--- config.mk ---
export PLATFORM = sky130hd
export DESIGN_NAME = alu_issue_ctrl
export DESIGN_NICKNAME = d
export VERILOG_FILES = /design/src/rtl/alu_issue_pkg.sv /design/src/rtl/alu_issue_rf.sv /design/src/rtl/alu_issue_ctrl.sv
export SDC_FILE = /design/constraint.sdc
export NUM_CORES = 1
export LEC_CHECK = 0
export CORE_ASPECT_RATIO = 0.5
export CORE_MARGIN = 4
export CORE_UTILIZATION = 45
export DETAILED_ROUTE_END_ITERATION = 10
export GPL_TIMING_DRIVEN = 1
export PLACE_DENSITY = 0.79
export SLEW_MARGIN = 20
export SYNTH_ARGS = -nofsm -noshare
export SYNTH_HDL_FRONTEND = slang
export SYNTH_SLANG_ARGS = --single-unit
--- constraint.sdc ---
create_clock -name clk -period 2.79 [get_ports clk]
set_input_delay 0.6975 -clock clk [delete_from_list [all_inputs] [get_ports clk]]
set_output_delay 0.6975 -clock clk [all_outputs]
set_load 0.005 [all_outputs]
--- src/rtl/alu_issue_pkg.sv ---
// Shared types and constants for the ALU issue controller.
// Instruction layout: {op[7:6], rd[5:4], ra[3:2], rb[1:0]}.
package alu_issue_pkg;

  localparam int unsigned NREG  = 4;
  localparam int unsigned AW    = 2;
  localparam int unsigned IW    = 8;
  localparam int unsigned OPW   = 2;
  localparam int unsigned CNT_W = 8;

  localparam int unsigned OP_MSB = 7;
  localparam int unsigned OP_LSB = 6;
  localparam int unsigned RD_MSB = 5;
  localparam int unsigned RD_LSB = 4;
  localparam int unsigned RA_MSB = 3;
  localparam int unsigned RA_LSB = 2;
  localparam int unsigned RB_MSB = 1;
  localparam int unsigned RB_LSB = 0;

  typedef enum logic [1:0] {
    IDLE  = 2'd0,
    ISSUE = 2'd1,
    CAPT  = 2'd2,
    RESP  = 2'd3
  } state_t;

  typedef struct packed {
    logic [OPW-1:0] op;
    logic [AW-1:0]  rd;
    logic [AW-1:0]  ra;
    logic [AW-1:0]  rb;
  } instr_t;

  // Split a raw instruction word into its fields.
  function automatic instr_t decode_instr(input logic [IW-1:0] raw);
    instr_t d;
    d.op = raw[OP_MSB:OP_LSB];
    d.rd = raw[RD_MSB:RD_LSB];
    d.ra = raw[RA_MSB:RA_LSB];
    d.rb = raw[RB_MSB:RB_LSB];
    return d;
  endfunction

endpackage

--- src/rtl/alu_issue_rf.sv ---
// Operand register file: two asynchronous read ports, two write ports
// where port 0 (result writeback) has priority over port 1 (host).
module alu_issue_rf
  import alu_issue_pkg::*;
#(
  parameter int unsigned W = 4
) (
  input  logic          clk,
  input  logic          rst,
  input  logic [AW-1:0] rd_addr0,
  output logic [W-1:0]  rd_data0,
  input  logic [AW-1:0] rd_addr1,
  output logic [W-1:0]  rd_data1,
  input  logic          we0,
  input  logic [AW-1:0] wa0,
  input  logic [W-1:0]  wd0,
  input  logic          we1,
  input  logic [AW-1:0] wa1,
  input  logic [W-1:0]  wd1
);

  logic [W-1:0] regs [NREG];

  always_ff @(posedge clk or posedge rst) begin
    if (rst) begin
      for (int i = 0; i < NREG; i++) regs[i] <= '0;
    end else begin
      for (int i = 0; i < NREG; i++) begin
        if (we0 && (wa0 == AW'(i)))      regs[i] <= wd0;
        else if (we1 && (wa1 == AW'(i))) regs[i] <= wd1;
      end
    end
  end

  // Reads see the pre-edge contents; no write-to-read bypass.
  assign rd_data0 = regs[rd_addr0];
  assign rd_data1 = regs[rd_addr1];

endmodule

--- src/rtl/alu_issue_ctrl.sv ---
// Issues one register-to-register instruction at a time to an external
// combinational ALU, writes the result back and returns it to the consumer.
module alu_issue_ctrl
  import alu_issue_pkg::*;
#(
  parameter int unsigned W = 4
) (
  input  logic             clk,
  input  logic             rst,
  input  logic             in_valid,
  output logic             in_ready,
  input  logic [IW-1:0]    in_instr,
  input  logic             wr_en,
  input  logic [AW-1:0]    wr_addr,
  input  logic [W-1:0]     wr_data,
  output logic [W-1:0]     alu_a,
  output logic [W-1:0]     alu_b,
  output logic [OPW-1:0]   alu_op,
  input  logic [W-1:0]     alu_result,
  output logic             out_valid,
  input  logic             out_ready,
  output logic [W-1:0]     out_data,
  output logic             out_zero,
  output logic [CNT_W-1:0] op_count
);

  state_t       state;
  state_t       state_nxt;
  instr_t       instr_q;
  logic         accept;
  logic         issue_en;
  logic         capt_en;
  logic         resp_done;
  logic [W-1:0] rf_a;
  logic [W-1:0] rf_b;

  always_ff @(posedge clk or posedge rst) begin
    if (rst) state <= IDLE;
    else     state <= state_nxt;
  end

  always_comb begin
    state_nxt = state;
    case (state)
      IDLE:    if (in_valid) state_nxt = ISSUE;
      ISSUE:   state_nxt = CAPT;
      CAPT:    state_nxt = RESP;
      RESP:    if (out_ready) state_nxt = IDLE;
      default: state_nxt = IDLE;
    endcase
  end

  // Per-state strobes; in_ready is forced low while reset is asserted.
  always_comb begin
    in_ready  = 1'b0;
    accept    = 1'b0;
    issue_en  = 1'b0;
    capt_en   = 1'b0;
    resp_done = 1'b0;
    case (state)
      IDLE: begin
        in_ready = ~rst;
        accept   = in_valid & ~rst;
      end
      ISSUE:   issue_en  = 1'b1;
      CAPT:    capt_en   = 1'b1;
      RESP:    resp_done = out_ready;
      default: ;
    endcase
  end

  always_ff @(posedge clk or posedge rst) begin
    if (rst) begin
      instr_q   <= '0;
      alu_a     <= '0;
      alu_b     <= '0;
      alu_op    <= '0;
      out_data  <= '0;
      out_zero  <= 1'b1;
      out_valid <= 1'b0;
      op_count  <= '0;
    end else begin
      if (accept) instr_q <= decode_instr(in_instr);
      if (issue_en) begin
        alu_a  <= rf_a;
        alu_b  <= rf_b;
        alu_op <= instr_q.op;
      end
      if (capt_en) begin
        out_data  <= alu_result;
        out_zero  <= (alu_result == '0);
        out_valid <= 1'b1;
      end
      if (resp_done) begin
        out_valid <= 1'b0;
        op_count  <= op_count + CNT_W'(1);
      end
    end
  end

  alu_issue_rf #(.W(W)) u_rf (
    .clk      (clk),
    .rst      (rst),
    .rd_addr0 (instr_q.ra),
    .rd_data0 (rf_a),
    .rd_addr1 (instr_q.rb),
    .rd_data1 (rf_b),
    .we0      (capt_en),
    .wa0      (instr_q.rd),
    .wd0      (alu_result),
    .we1      (wr_en),
    .wa1      (wr_addr),
    .wd1      (wr_data)
  );

endmodule
==> results.sh <==
export IMPL_routed_via_density=5.25
export IMPL_cp_top_family="buffers and inverters"
export IMPL_reg2reg_to="u_rf.regs[15]"
export IMPL_cp_depth=3
export IMPL_wl_per_cell_microns=15.4
export IMPL_drive_gt1_frac=0.156
export IMPL_avgSynthCellArea_sq_um=13.3
export IMPL_worstSetupEndpoint="in_ready"
export IMPL_die_area_sq_mm=0.00657
export IMPL_cts_inserted_buffers=5
export IMPL_final_util=0.606
export IMPL_diodes=0
export IMPL_hpwlAfterDp_mm=3.53
export IMPL_synth_cell_types=26
export IMPL_crit_arrival_ns=1.79
export IMPL_ys_seq_area_frac=0.528
export IMPL_cts_max_path_buffers=2
export IMPL_nets=258
export IMPL_globalRouteOverflowTotal=0
export IMPL_cts_hold_buf=0
export IMPL_crit_fanout=2
export IMPL_drt_iter0_drc=48
export IMPL_num_vias=1580
export IMPL_hold_class="reg2reg"
export IMPL_final_common_cell="dfrtp_1"
export IMPL_cts_tree="built"
export IMPL_wl_mm=4.65
export IMPL_timing_max_transition_violations_final=0
export IMPL_fin_setup_tns_ns=0
export IMPL_rr_startpoint="state[0]"
export IMPL_antenna_found_initial=0
export IMPL_p_per_area_mw_per_mm2=1030
export IMPL_rsz0062_at_grt="false"
export IMPL_cp_start_kind="input port"
export IMPL_path_clk_slew_ns=0.10
export IMPL_critical_path_max_stage_delay_ns=0.52
export IMPL_required_ns=2.09
export IMPL_cts_resized=0
export IMPL_core_area_sq_mm=0.00500
export IMPL_drt_drc_violations_left=0
export IMPL_crit_path_cell_trace="clkdlybuf4s50_1 -> nor2b_1 -> clkdlybuf4s50_1"
export IMPL_clkSinkCount=50
export IMPL_netlist_area_sq_mm=0.00237
export IMPL_cp_common_cell="clkdlybuf4s50_1"
export IMPL_rrSetupSlack_ns=1.01
export IMPL_layout_common_cells="49 x dfrtp_1, 47 x clkdlybuf4s50_1, 25 x mux2_2, 16 x mux2i_1"
export IMPL_max_freq_ghz=0.401
export IMPL_clock_latency_ns=0.30
export IMPL_vdd_ir_drop_max_v=0.000475
export IMPL_setup_violations=0
export IMPL_globalplace_congestion=0.834
export IMPL_drtPass1Iterations=4
export IMPL_rr_worst_depth=5
export IMPL_postCtsSetupBuffers=0
export IMPL_crit_type="in2out"
export IMPL_post_route_period_util=0.893
export IMPL_die_height_microns=59.4
export IMPL_start_util=0.475
export IMPL_synth_fp_nets=207
export IMPL_synth_seq_cells=50
export IMPL_cp_end_kind="primary output"
export IMPL_io_pins=48
export IMPL_synth_warnings=0
export IMPL_grt_max_degree=51
export IMPL_root_buffer="clkbuf_8"
export IMPL_leakage_nw=1.34
export IMPL_die_x_microns=111
export IMPL_grt_pass1_vias=1623
export IMPL_portBuffers=47
export IMPL_grt_use_total=0.143
export IMPL_min_period_ns=2.49
export IMPL_max_slew_margin_rel=0.588
export IMPL_hold_violations=0
export IMPL_cp_startpoint="rst"
export IMPL_tightest_slew_ns=0.618
export IMPL_cts_max_level=2
export IMPL_maxCapViolations=0
export IMPL_grt_pass1_wl_mm=7.56
export IMPL_num_rows=18
export IMPL_fin_skew_ns=0.0141
export IMPL_area_growth_pct=27.7
export IMPL_syn_inst=179
export IMPL_crit_buf_inv=2
export IMPL_status="finished clean"
export IMPL_cp_slowest_cell="clkdlybuf4s50_1"
export IMPL_drtAntennaViolNets=0
## area by class of cell
type                    count  area (sq um)
flip-flops and latches     50          1250
fillers                   402          1970
inverters                   4          15.0
repair buffers             48           478
well taps                  70          87.6
clock buffers               6          72.6
clock inverters             2          37.5
multi-input cells         121          1090
## power breakdown
part / internal, mW / switching [mW] / leakage [nW] / total (mW)
clock network: 0.268 / 0.233 / 0.0514 / 0.500
logic: 0.831 / 0.425 / 0.692 / 1.26
registers: 1.07 / 0.288 / 0.592 / 1.36
total: 2.17 / 0.946 / 1.34 / 3.12
## cell families after synthesis
group	share of synthesized area
DFF	0.528
AOI/OAI and AO/OA	0.0432
adders and majority gates	0.0264
muxes	0.275
buffers and inverters	0.0137
xor gates and xnor gates	0.0258
and+or+nand+nor	0.0886
## worst min-delay path by stage
stage                 from           to  slack [ns]  depth (start not counted)
2_1_floorplan  op_count[7]  op_count[7]        0.46                          1
3_3_place_gp   op_count[7]  op_count[7]        0.46                          1
3_5_place_dp   op_count[7]  op_count[7]        0.47                          1
4_1_cts        op_count[7]  op_count[7]        0.49                          1
5_1_grt        op_count[7]  op_count[7]        0.51                          1
6_report       op_count[7]  op_count[7]        0.48                          1
## through the flow
step / instance area, sq um / setup WS (ns) / power [mW] / cells / hold WS, ns
after floorplan: 2370 / 0.893 / 2.09 / 179 / 0.465
after global placement: 2920 / 0.297 / 2.57 / 293 / 0.458
after detailed placement: 2920 / 0.289 / 2.64 / 293 / 0.468
after CTS: 3030 / 0.291 / 3.16 / 301 / 0.486
after global routing: 3030 / 0.217 / 3.32 / 301 / 0.514
final: 3030 / 0.299 / 3.12 / 301 / 0.483
## worst register-to-register path: cells and delay by family, from the launching register on
kind | cells | cell delay [ns]
adder cells (fa/ha/maj) | 1 | 0.40
AO/OA/AOI/OAI | 1 | 0.05
flip-flops | 1 | 0.43
buffers and inverters | 1 | 0.10
AND/OR/NAND/NOR | 2 | 0.66
## state kept, by name (all words and copies together) (netlist names)
signal and cells:
alu_op 2, u_rf.regs 16, alu_b 4, out_valid 1, instr_q 8, state 2
op_count 8, out_zero 1, out_data 4, alu_a 4
## metal layers
metal,share of wire,global-route usage
met1,0.46,0.178
met2,0.50,0.260
met3,0.034,0.0367
met4,0.0024,0.0263
met5,0,0
## Yosys cell counts, drive strengths merged
library cell / number / area share
nand3: 4 / 0.0084
nand3b: 4 / 0.013
o32a: 1 / 0.0042
xnor2: 3 / 0.011
nand4: 1 / 0.0026
and3: 4 / 0.011
nor4: 1 / 0.0026
nor2b: 2 / 0.0053
inv: 4 / 0.0063
dfrtp: 49 / 0.52
ha: 5 / 0.026
nor3b: 1 / 0.0053
o21a: 1 / 0.0032
dfstp: 1 / 0.011
mux2: 25 / 0.12
mux4: 8 / 0.089
nor3: 2 / 0.0042
xor2: 4 / 0.015
clkbuf: 2 / 0.0032
buf: 2 / 0.0042
nand2: 8 / 0.013
o21ai: 4 / 0.0084
nor2: 13 / 0.021
a21oi: 13 / 0.027
mux2i: 16 / 0.067
or3b: 1 / 0.0037
Power figures use the tool's default switching activity.
